File: config.mk
export PLATFORM = sky130hd
export DESIGN_NAME = rx_link_ctrl
export DESIGN_NICKNAME = d
export VERILOG_FILES = /design/src/rtl/rx_link_ctrl.sv
export SDC_FILE = /design/constraint.sdc
export NUM_CORES = 1
export LEC_CHECK = 0
export BUFFER_PORTS_ARGS = -buffer_cell sky130_fd_sc_hd__buf_4
export CAP_MARGIN = 10
export CORE_ASPECT_RATIO = 0.75
export CORE_MARGIN = 3
export CORE_UTILIZATION = 50
export CTS_CLUSTER_DIAMETER = 60
export DETAILED_ROUTE_END_ITERATION = 16
export HOLD_SLACK_MARGIN = 0.12
export PLACE_DENSITY_LB_ADDON = 0.2
export RECOVER_POWER = 100
export SLEW_MARGIN = 20
export SYNTH_ARGS = -nofsm -noshare
export SYNTH_HDL_FRONTEND = slang
export SYNTH_SLANG_ARGS = --single-unit
File: constraint.sdc
create_clock -name clk_4f -period 2.4 [get_ports clk_4f]
set_input_delay 0.24 -clock clk_4f [delete_from_list [all_inputs] [get_ports clk_4f]]
set_output_delay 0.24 -clock clk_4f [all_outputs]
set_load 0.02 [all_outputs]
File: src/rtl/rx_link_ctrl.sv
// -----------------------------------------------------------------------------
// rx_link_ctrl
// Link bring-up and supervision controller for the two-lane PHY receive path.
// Sequences the link WAIT_ACTIVE -> DESKEW -> LINK_UP, with RECOVERY used for
// every teardown (skew error, lane mismatch, active loss, forced retrain).
// rx_enable gates the striping mux valid and is high only while in LINK_UP.
//
// Optional feature (macro RX_LINK_IDLE_TIMEOUT_EN): when defined, LINK_UP is
// dropped to RECOVERY after IDLE_TIMEOUT consecutive cycles with no valid on
// either lane. When undefined the link may stay idle indefinitely.
//
// Ports:
//   clk_4f                     block clock
//   reset                      synchronous active-low reset
//   active_serial_paralelo_0/1 per-lane aligned/active flags
//   valid_demux_8_32_0/1       per-lane 32-bit word valid
//   force_retrain              single-cycle request to drop and retrain
//   clear_fault                single-cycle clear of lane_fault
//   rx_enable                  striping mux valid gate (registered)
//   link_up                    link established (registered)
//   link_state                 0=WAIT_ACTIVE 1=DESKEW 2=LINK_UP 3=RECOVERY
//   lane_fault                 sticky per-lane loss-of-active flags
//   skew_err_cnt               saturating deskew/mismatch error count
//   retrain_cnt                saturating count of completed recoveries
// -----------------------------------------------------------------------------
module rx_link_ctrl #(
    parameter int unsigned ACTIVE_HOLD     = 4,
    parameter int unsigned DESKEW_WINDOW   = 2,
    parameter int unsigned MISMATCH_LIMIT  = 3,
    parameter int unsigned RECOVERY_CYCLES = 8,
    parameter int unsigned IDLE_TIMEOUT    = 64
) (
    input  logic       clk_4f,
    input  logic       reset,
    input  logic       active_serial_paralelo_0,
    input  logic       active_serial_paralelo_1,
    input  logic       valid_demux_8_32_0,
    input  logic       valid_demux_8_32_1,
    input  logic       force_retrain,
    input  logic       clear_fault,
    output logic       rx_enable,
    output logic       link_up,
    output logic [1:0] link_state,
    output logic [1:0] lane_fault,
    output logic [7:0] skew_err_cnt,
    output logic [7:0] retrain_cnt
);

    typedef enum logic [1:0] {
        ST_WAIT_ACTIVE = 2'd0,
        ST_DESKEW      = 2'd1,
        ST_LINK_UP     = 2'd2,
        ST_RECOVERY    = 2'd3
    } state_t;

    // Terminal values: each counter fires on the cycle it would reach its limit.
    localparam logic [7:0]  HOLD_LAST = 8'(ACTIVE_HOLD - 32'd1);
    localparam logic [4:0]  SKEW_MAX  = 5'(DESKEW_WINDOW);
    localparam logic [3:0]  MIS_LAST  = 4'(MISMATCH_LIMIT - 32'd1);
    localparam logic [7:0]  REC_LAST  = 8'(RECOVERY_CYCLES - 32'd1);

    // Elaboration-time range checks on the configuration.
    if ((ACTIVE_HOLD < 32'd1) || (ACTIVE_HOLD > 32'd255)) begin : g_chk_hold
        $error("rx_link_ctrl: ACTIVE_HOLD out of range 1..255");
    end
    if (DESKEW_WINDOW > 32'd15) begin : g_chk_skew
        $error("rx_link_ctrl: DESKEW_WINDOW out of range 0..15");
    end
    if ((MISMATCH_LIMIT < 32'd1) || (MISMATCH_LIMIT > 32'd15)) begin : g_chk_mis
        $error("rx_link_ctrl: MISMATCH_LIMIT out of range 1..15");
    end
    if ((RECOVERY_CYCLES < 32'd1) || (RECOVERY_CYCLES > 32'd255)) begin : g_chk_rec
        $error("rx_link_ctrl: RECOVERY_CYCLES out of range 1..255");
    end
    if ((IDLE_TIMEOUT < 32'd1) || (IDLE_TIMEOUT > 32'd65535)) begin : g_chk_idle
        $error("rx_link_ctrl: IDLE_TIMEOUT out of range 1..65535");
    end

    // Saturating 8-bit increment for the statistics counters.
    function automatic logic [7:0] sat_inc8(input logic [7:0] v);
        return (v == 8'hFF) ? v : (v + 8'd1);
    endfunction

    state_t      state_r, state_next_s;
    logic        rx_enable_r, link_up_r;
    logic [1:0]  lane_fault_r;
    logic [7:0]  skew_err_cnt_r, retrain_cnt_r;

    logic [7:0]  hold_cnt_r, hold_cnt_next_s;
    logic [4:0]  skew_cnt_r, skew_cnt_next_s;   // cycles elapsed since first valid
    logic        seen_r, seen_next_s;           // first valid observed in DESKEW
    logic        first_lane_r, first_lane_next_s;
    logic [3:0]  mis_cnt_r, mis_cnt_next_s;
    logic [7:0]  rec_cnt_r, rec_cnt_next_s;

    logic        err_inc_s, retrain_inc_s;
    logic [1:0]  fault_set_s;
    logic        both_active_s, mis_s, other_valid_s, idle_expire_s;

    assign both_active_s = active_serial_paralelo_0 & active_serial_paralelo_1;
    assign mis_s         = valid_demux_8_32_0 ^ valid_demux_8_32_1;
    // The lane that did not produce the first valid in DESKEW.
    assign other_valid_s = first_lane_r ? valid_demux_8_32_0 : valid_demux_8_32_1;

`ifdef RX_LINK_IDLE_TIMEOUT_EN
    localparam logic [15:0] IDLE_LAST = 16'(IDLE_TIMEOUT - 32'd1);
    logic [15:0] idle_cnt_r, idle_cnt_next_s;
    logic        idle_s;
    assign idle_s        = ~(valid_demux_8_32_0 | valid_demux_8_32_1);
    assign idle_expire_s = idle_s & (idle_cnt_r == IDLE_LAST);
`else
    assign idle_expire_s = 1'b0;
`endif

    // Next-state, event and internal-counter decode.
    always_comb begin
        state_next_s      = state_r;
        err_inc_s         = 1'b0;
        retrain_inc_s     = 1'b0;
        fault_set_s       = 2'b00;
        hold_cnt_next_s   = hold_cnt_r;
        skew_cnt_next_s   = skew_cnt_r;
        seen_next_s       = seen_r;
        first_lane_next_s = first_lane_r;
        mis_cnt_next_s    = mis_cnt_r;
        rec_cnt_next_s    = rec_cnt_r;
`ifdef RX_LINK_IDLE_TIMEOUT_EN
        idle_cnt_next_s   = idle_cnt_r;
`endif
        case (state_r)
            ST_WAIT_ACTIVE: begin
                if (force_retrain) begin
                    state_next_s = ST_RECOVERY;
                end else if (!both_active_s) begin
                    hold_cnt_next_s = 8'd0;
                end else if (hold_cnt_r == HOLD_LAST) begin
                    state_next_s = ST_DESKEW;
                end else begin
                    hold_cnt_next_s = hold_cnt_r + 8'd1;
                end
            end
            ST_DESKEW: begin
                if (!both_active_s) begin
                    state_next_s = ST_WAIT_ACTIVE;
                end else if (seen_r && (skew_cnt_r > SKEW_MAX)) begin
                    err_inc_s    = 1'b1;
                    state_next_s = ST_RECOVERY;
                end else if (force_retrain) begin
                    state_next_s = ST_RECOVERY;
                end else if (seen_r) begin
                    if (other_valid_s) begin
                        state_next_s = ST_LINK_UP;
                    end else begin
                        skew_cnt_next_s = skew_cnt_r + 5'd1;
                    end
                end else if (valid_demux_8_32_0 && valid_demux_8_32_1) begin
                    state_next_s = ST_LINK_UP;
                end else if (valid_demux_8_32_0 || valid_demux_8_32_1) begin
                    // Next cycle is one cycle after the first valid.
                    seen_next_s       = 1'b1;
                    first_lane_next_s = valid_demux_8_32_1;
                    skew_cnt_next_s   = 5'd1;
                end else begin
                    seen_next_s = 1'b0;
                end
            end
            ST_LINK_UP: begin
                if (!both_active_s) begin
                    fault_set_s  = {~active_serial_paralelo_1, ~active_serial_paralelo_0};
                    state_next_s = ST_RECOVERY;
                end else if (mis_s && (mis_cnt_r == MIS_LAST)) begin
                    err_inc_s    = 1'b1;
                    state_next_s = ST_RECOVERY;
                end else if (force_retrain) begin
                    state_next_s = ST_RECOVERY;
                end else if (idle_expire_s) begin
                    state_next_s = ST_RECOVERY;
                end else begin
                    mis_cnt_next_s = mis_s ? (mis_cnt_r + 4'd1) : 4'd0;
`ifdef RX_LINK_IDLE_TIMEOUT_EN
                    idle_cnt_next_s = idle_s ? (idle_cnt_r + 16'd1) : 16'd0;
`endif
                end
            end
            ST_RECOVERY: begin
                if (rec_cnt_r == REC_LAST) begin
                    retrain_inc_s = 1'b1;
                    state_next_s  = ST_WAIT_ACTIVE;
                end else begin
                    rec_cnt_next_s = rec_cnt_r + 8'd1;
                end
            end
            default: begin
                state_next_s = ST_WAIT_ACTIVE;
            end
        endcase
    end

    // State register and registered status outputs.
    always_ff @(posedge clk_4f) begin
        if (!reset) begin
            state_r        <= ST_WAIT_ACTIVE;
            rx_enable_r    <= 1'b0;
            link_up_r      <= 1'b0;
            lane_fault_r   <= 2'b00;
            skew_err_cnt_r <= 8'd0;
            retrain_cnt_r  <= 8'd0;
        end else begin
            state_r        <= state_next_s;
            rx_enable_r    <= (state_next_s == ST_LINK_UP);
            link_up_r      <= (state_next_s == ST_LINK_UP);
            // Set wins over clear on the same cycle.
            lane_fault_r   <= (lane_fault_r & {2{~clear_fault}}) | fault_set_s;
            skew_err_cnt_r <= err_inc_s ? sat_inc8(skew_err_cnt_r) : skew_err_cnt_r;
            retrain_cnt_r  <= retrain_inc_s ? sat_inc8(retrain_cnt_r) : retrain_cnt_r;
        end
    end

    // Internal counters; all of them restart on every state entry.
    always_ff @(posedge clk_4f) begin
        if (!reset || (state_next_s != state_r)) begin
            hold_cnt_r   <= 8'd0;
            skew_cnt_r   <= 5'd0;
            seen_r       <= 1'b0;
            first_lane_r <= 1'b0;
            mis_cnt_r    <= 4'd0;
            rec_cnt_r    <= 8'd0;
`ifdef RX_LINK_IDLE_TIMEOUT_EN
            idle_cnt_r   <= 16'd0;
`endif
        end else begin
            hold_cnt_r   <= hold_cnt_next_s;
            skew_cnt_r   <= skew_cnt_next_s;
            seen_r       <= seen_next_s;
            first_lane_r <= first_lane_next_s;
            mis_cnt_r    <= mis_cnt_next_s;
            rec_cnt_r    <= rec_cnt_next_s;
`ifdef RX_LINK_IDLE_TIMEOUT_EN
            idle_cnt_r   <= idle_cnt_next_s;
`endif
        end
    end

    assign rx_enable    = rx_enable_r;
    assign link_up      = link_up_r;
    assign link_state   = state_r;
    assign lane_fault   = lane_fault_r;
    assign skew_err_cnt = skew_err_cnt_r;
    assign retrain_cnt  = retrain_cnt_r;

endmodule

### Yosys cells after proc, flatten, opt, wreduce, memory -nomap -nowiden

Cells that the tools add are included.

| storage, ports and cells | value |
|---|---|
| bits in registers | 48 |
| latch bits | 0 |
| memory bits (writable) | 0 |
| memory bits (read-only) | 0 |
| input port bits | 8 |
| output and inout bits | 22 |
| logic and storage cells | 96 |
| memories | 0 |

| cells by class | value |
|---|---|
| add/sub/neg operators | 6 |
| multiply operators | 0 |
| divide/modulo/power cells | 0 |
| order comparisons | 1 |
| equal/unequal tests | 13 |
| shifts and indexed selects | 0 |
| multiplexer cells | 34 |
| bitwise logic cells | 15 |
| reduce and logical (&&, ||, !) cells | 16 |

Operator list:

| operator | number |
|---|---|
| 8-bit by 1-bit adder with 8-bit output, second input constant | 4 |
| 2-bit 2-to-1 mux | 15 |
| 5-bit 2-to-1 mux | 4 |
| 8-bit equality test, second input constant | 2 |
| 8-bit 2-to-1 mux | 2 |
| 7-bit AND reduction | 2 |
| 1-bit NOT | 11 |
| 1-bit 2-to-1 mux | 10 |
| 8-bit by 2-bit equality test with 1-bit output, second input constant | 1 |
| 8-bit by 3-bit equality test with 1-bit output, second input constant | 1 |
| 2-bit one-hot mux with 4 select lines | 1 |
| 4-bit AND reduction | 2 |
| 2-bit equality test, second input constant | 3 |
| 2-bit != test, second input constant | 3 |
| 2-bit AND reduction | 3 |
| 5-bit by 1-bit adder with 5-bit output, second input constant | 1 |
| 5-bit by 2-bit greater-than comparator with 1-bit output, second input constant | 1 |
| 4-bit by 1-bit adder with 4-bit output, second input constant | 1 |
| 4-bit by 2-bit equality test with 1-bit output, second input constant | 1 |
| 4-bit 2-to-1 mux | 1 |
| 1-bit logical AND | 3 |
| 3-bit AND reduction | 1 |
| 2-bit AND | 1 |
| 2-bit by 1-bit equality test with 1-bit output, second input constant | 1 |
| 9 further kinds | 10 |

### Depth between registers and ports, before layout

| depth | value |
|---|---|
| depth after elaboration | 9 |
| gate-level depth with buffers | 10 |
| mapped depth without buffers | 8 |

### Worst setup path before layout

Ideal clock, no wire load.

| path | value |
|---|---|
| kind | register to register |
| from | register state_r[0], in the netlist link_state[0] |
| to | register skew_err_cnt_r[7], in the netlist skew_err_cnt[7] |
| setup time | 72 ps |
| data arrival time | 2107 ps |
| required time | 2328 ps |
| setup slack | 222 ps |
| cell stages (with the launch flop) | 9 |
| buffers on the path | 0 |
| period minus slack after synthesis | 2178 ps |
| cell sequence | dfxtp_1 inv_1 ha_1 inv_1 o211ai_1 a21oi_2 nand3_1 or3_1 a21oi_1 |

| on the way | value |
|---|---|
| cells in the longest elaborated chain, start to end | 3 |
| elaborated cells between the ends (all ways) | 4 |
| classes of those cells | 2 x eq/ne; 1 x mux; 1 x reduce/logical |

Ends and longest elaborated chain:

| item | line | source |
|---|---|---|
| from (decl) | 84 | `state_t state_r, state_next_s;` |
| from (signal assigned) | 209 | `state_r <= state_next_s;` |
| 2-bit equality test or 2-bit by 1-bit equality test with 1-bit output (tied branches) | 130 | `case (state_r)` |
| 1-bit one-hot mux with 2 select lines (*) | 130 |  |
| 2-bit AND reduction (no line) (*) | n/a |  |
| to (signal assigned) | 214 | `skew_err_cnt_r <= err_inc_s ? sat_inc8(skew_err_cnt_r) : skew_err_cnt_r;` |
| to (decl) | 87 | `logic [7:0] skew_err_cnt_r, retrain_cnt_r;` |

Every way passes the cells marked *; elsewhere a longest branch is shown, timed or not.
A chain may end at the register's enable or synchronous reset.

### Final worst setup path

| path | value |
|---|---|
| from | register state_r[0], in the netlist link_state[0] |
| to | register skew_cnt_r[4] |

| on the way | value |
|---|---|
| cells in the longest elaborated chain, start to end | 8 |
| elaborated cells between the ends (all ways) | 21 |
| classes of those cells | 4 x eq/ne; 14 x mux; 3 x reduce/logical |

Ends and longest elaborated chain:

| item | line | source |
|---|---|---|
| 2-bit 2-to-1 mux, on equally long branches | 156, 151 |  |
| 2-bit 2-to-1 mux | 150 | `end else if (seen_r) begin` |
| 2-bit 2-to-1 mux | 148 | `end else if (force_retrain) begin` |
| 2-bit 2-to-1 mux | 145 | `end else if (seen_r && (skew_cnt_r > SKEW_MAX)) begin` |
| 2-bit 2-to-1 mux | 143 | `if (!both_active_s) begin` |
| 2-bit one-hot mux with 4 select lines | 130 |  |
| 2-bit != test | 221 | `if (!reset \|\| (state_next_s != state_r)) begin` |
| 1-bit logical OR | 221 |  |
| to (signal assigned) | 233 | `skew_cnt_r <= skew_cnt_next_s;` |
| to (decl) | 90 | `logic [4:0] skew_cnt_r, skew_cnt_next_s;` |

Several ways; a longest one is shown, not always the timed one.

==> metrics.md <==
| Metric | Value |
|---|---|
| Final period util | `between 90% and 100%` |
| Ant diodes | `0` |
| DRT Pass-1 Iters | `4` |
| Slowest CP cell | `dfxtp_1` |
| Vias in the first global route | `~2,000` |
| CTS Root Cell | `clkbuf_8` |
| Top cells by area, synth | `dfxtp_1 (37%), ha_1 (7.1%), xor2_1 (5.7%)` |
| Core ar. | `~5000 um^2` |
| Switching power | `~0.81 mW` |
| Routed length per instance | `13.1 um` |
| Synth top area share | `between 30% and 40%` |
| Synth Warn # | `0` |
| Gr ovfl total | `0` |
| Vias | `approximately 2,100` |
| Max incr delay on CP | `0.41 ns` |
| Global-route wire length before repair | `8730 um` |
| Ys flop type | `dfxtp_1` |
| Type of destination of the critical path | `flip-flop` |
| TritonCTS Buffers | `5` |
| Critical path cell sequence | `inv_1, ha_1, nor2_1, a221o_1, o211ai_1, a311oi_2, o211ai_4, buf_12, buf_12, nor3b_1` |
| Max Cap Viol | `0` |
| Routed wl met2 | `between 2000 and 2500 um` |
| Slew Viols, Final | `0` |
| PD cells | `755 nW/um^2` |
| Hold Fails Final Rpt | `0` |
| Initial antenna violation count | `0` |
| Die X | `89.7 um` |
| Unrepaired setup endpoints after global routing | `false` |
| Status | `finished, final reports clean` |
| Top layer in use | `met4` |
| H-Tree Depth | `2` |
| Post-CTS resize count | `0` |
| Flop pwr share | `38.7%` |
| Syn Nets | `316` |
| Clock Latency Late Sink | `between 0.2 and 0.3 ns` |
| Design Area, Final | `a little under 3000 um^2` |
| Leak | `about 1.1 nW` |
| CTS Sinks | `48` |
| Die footprint | `just over 6000 um^2` |
| Setup TNS | `0 ns` |
| DRT Wirelength | `roughly 5300 um` |
| Synth cell types | `between 50 and 60` |
| CP most frequent cell | `buf_12` |
| Gr usage total | `a little under a fifth` |
| Port Buffer Count | `29` |
| Site row count | `22` |
| Syn avg cell area | `around 9 um^2` |
| Chip Height | `about 70 um` |
| Residual DRC | `0` |
| Tightest Pin Transition | `a little over 0.7 ns` |
| Cells after Synth | `~290` |
| Share of cells above drive strength 1 | `between 15 and 20%` |
| Fin nets | `~360` |
| Worst IR drop on VDD | `482 uV` |
| Max-slew headroom | `52.9%` |
| Arrival @ worst endpoint | `2.43 ns` |
| Crit Path Max Fanout | `7` |
| ANT nets after route | `0` |
| Worst hold-check path type | `primary input to flip-flop` |
| RD Place Congestion | `about 0.86` |
| Placed inst area | `2970 um^2` |
| CP Class | `flip-flop to flip-flop` |
| Via density | `just over 5` |
| Most frequent cells in the layout | `dfxtp_1 (48), nand2_1 (29), nor2_1 (29)` |
| Initial DRC Count | `roughly 100` |
| Initial Util | `a little over half` |
| Synthesis-to-layout area growth | `13.1%` |
| Switching Fraction | `36.0%` |
| Cell Area, Synth | `about 2600 um^2` |
| Asr flop ratio synth | `0%` |
| Fill cell count | `461` |
| Pin count of the biggest net entering global routing | `18` |
| Met3 Routed Length | `approximately 290 um` |
| Buf/Inv on CP | `3` |
| DP Wirelength | `a little over 4000 um` |
| CTS Buffer Depth | `2` |
| Clock network power share | `~23%` |
| Internal power | `around 1.4 mW` |
| Worst EP required | `between 2 and 3 ns` |
| EDFF count, synth | `0` |
| CTS tree | `done` |
| Crit start category | `flip-flop` |
| WL met1 | `between 2000 and 3000 um` |
| Reg clk slew, reported paths | `0.08 ns` |
| Seq/Total Area, Yosys | `roughly 37%` |
| Final setup viols | `0` |
| Seq cells post-synth | `between 40 and 50` |
| Fmax | `between 0.4 and 0.5 GHz` |
| I/O Pins | `30` |
| Fin crit period | `2.20 ns` |
| Gate power share | `between 30 and 40%` |
| Synth area leader | `dfxtp_1` |
| Max Clock Skew | `~0.003 ns` |
| Most common cell after layout, fill and taps aside | `dfxtp_1` |
| Family with the most delay on the worst path | `compound AO/OA/AOI/OAI gates` |
[worst reg2reg max path: cells and delay by family (launching register included)]
family / cells / cell delay [ns]
buffers and inverters: 3 / 0.38
AOI/OAI and AO/OA: 4 / 0.69
DFF: 1 / 0.41
adders and majority gates: 1 / 0.30
and+or+nand+nor: 2 / 0.33
[worst paths after layout]
path / cells after the start / slack [ns] / end / startpoint
setup / recovery: 10 / 0.20 / skew_cnt_r[4] / link_state[0]
hold / removal: 2 / 0.19 / lane_fault[1] / reset
setup reg to reg: 10 / 0.20 / skew_cnt_r[4] / link_state[0]
hold reg to reg: 2 / 0.51 / mis_cnt_r[2] / mis_cnt_r[2]
[power by group through the flow]
stage | Combinational, mW | Clock, mW | Sequential (mW)
after floorplan | 0.557 | 0 | 0.930
after global placement | 0.823 | 0 | 0.885
after detailed placement | 0.824 | 0 | 0.887
after CTS | 0.829 | 0.525 | 0.868
after global routing | 0.952 | 0.558 | 0.876
final | 0.869 | 0.504 | 0.867
[repair_timing]
| action | in CTS | in global routing |
|---|---|---|
| setup endpoints to repair | 0 | 13 |
| hold buffers | 0 | 0 |
| buffers inserted | 0 | 2 |
[per-stage QoR]
stage	instances	power [mW]	setup slack [ns]	hold WS [ns]	utilization [%]
after floorplan	293	1.49	0.222	0.362	-
after detailed placement	398	1.71	0.158	0.486	59.5
after global placement	398	1.71	0.222	0.481	59.5
after CTS	405	2.22	0.134	0.172	61.5
after global routing	407	2.39	0.0229	0.192	59.6
final	407	2.24	0.198	0.186	59.6
[logic make-up after synthesis]
group                    after synthesis  synth area share (%)
XOR/XNOR                              25                  8.34
AO/OA/AOI/OAI                         40                  12.1
buffers and inverters                 18                  3.48
AND/OR/NAND/NOR                      139                  29.1
multiplexers                           8                  3.24
flip-flops                            48                  36.6
adder cells (fa/ha/maj)               15                  7.15
[registers in the layout (all words and copies together) (netlist names)]
name	count
first_lane_r	1
hold_cnt_r	8
lane_fault	2
link_state	2
link_up	1
mis_cnt_r	4
rec_cnt_r	8
retrain_cnt	8
seen_r	1
skew_cnt_r	5
skew_err_cnt	8
[Yosys cell counts, drive strengths merged, types with 2 or more instances]
cell	number
and4	2
nand3	12
clkbuf	4
and3	7
xor2	17
nand2b	3
nor2b	6
xnor2	8
and2	3
nand2	29
nor3b	5
a41oi	3
inv	10
buf	3
a21oi	12
nand4	13
o22ai	2
a21boi	2
o21ai	7
a311oi	2
nor2	44
dfxtp	48
nor4b	2
o211ai	3
or3	2
ha	15
mux2i	7
a31oi	2
nor3	6
[per-layer routing]
metal  vias to the layer above  global-route usage, %
met3                         5                   3.56
met4                         0                   5.02
met1                       956                   26.3
met5                         -                      0
met2                        46                   27.6
li1                       1107                      -
[layout make-up]
cell class                 instances  area [um^2]  area share, %
clock buffer                       7         96.3           3.25
timing repair buffer              42          245           8.26
sequential                        48          961           32.4
inverter                          11         41.3           1.39
multi-input combinational        227         1530           51.7
tap                               72         90.1           3.04
Power figures use the tool's default switching activity.
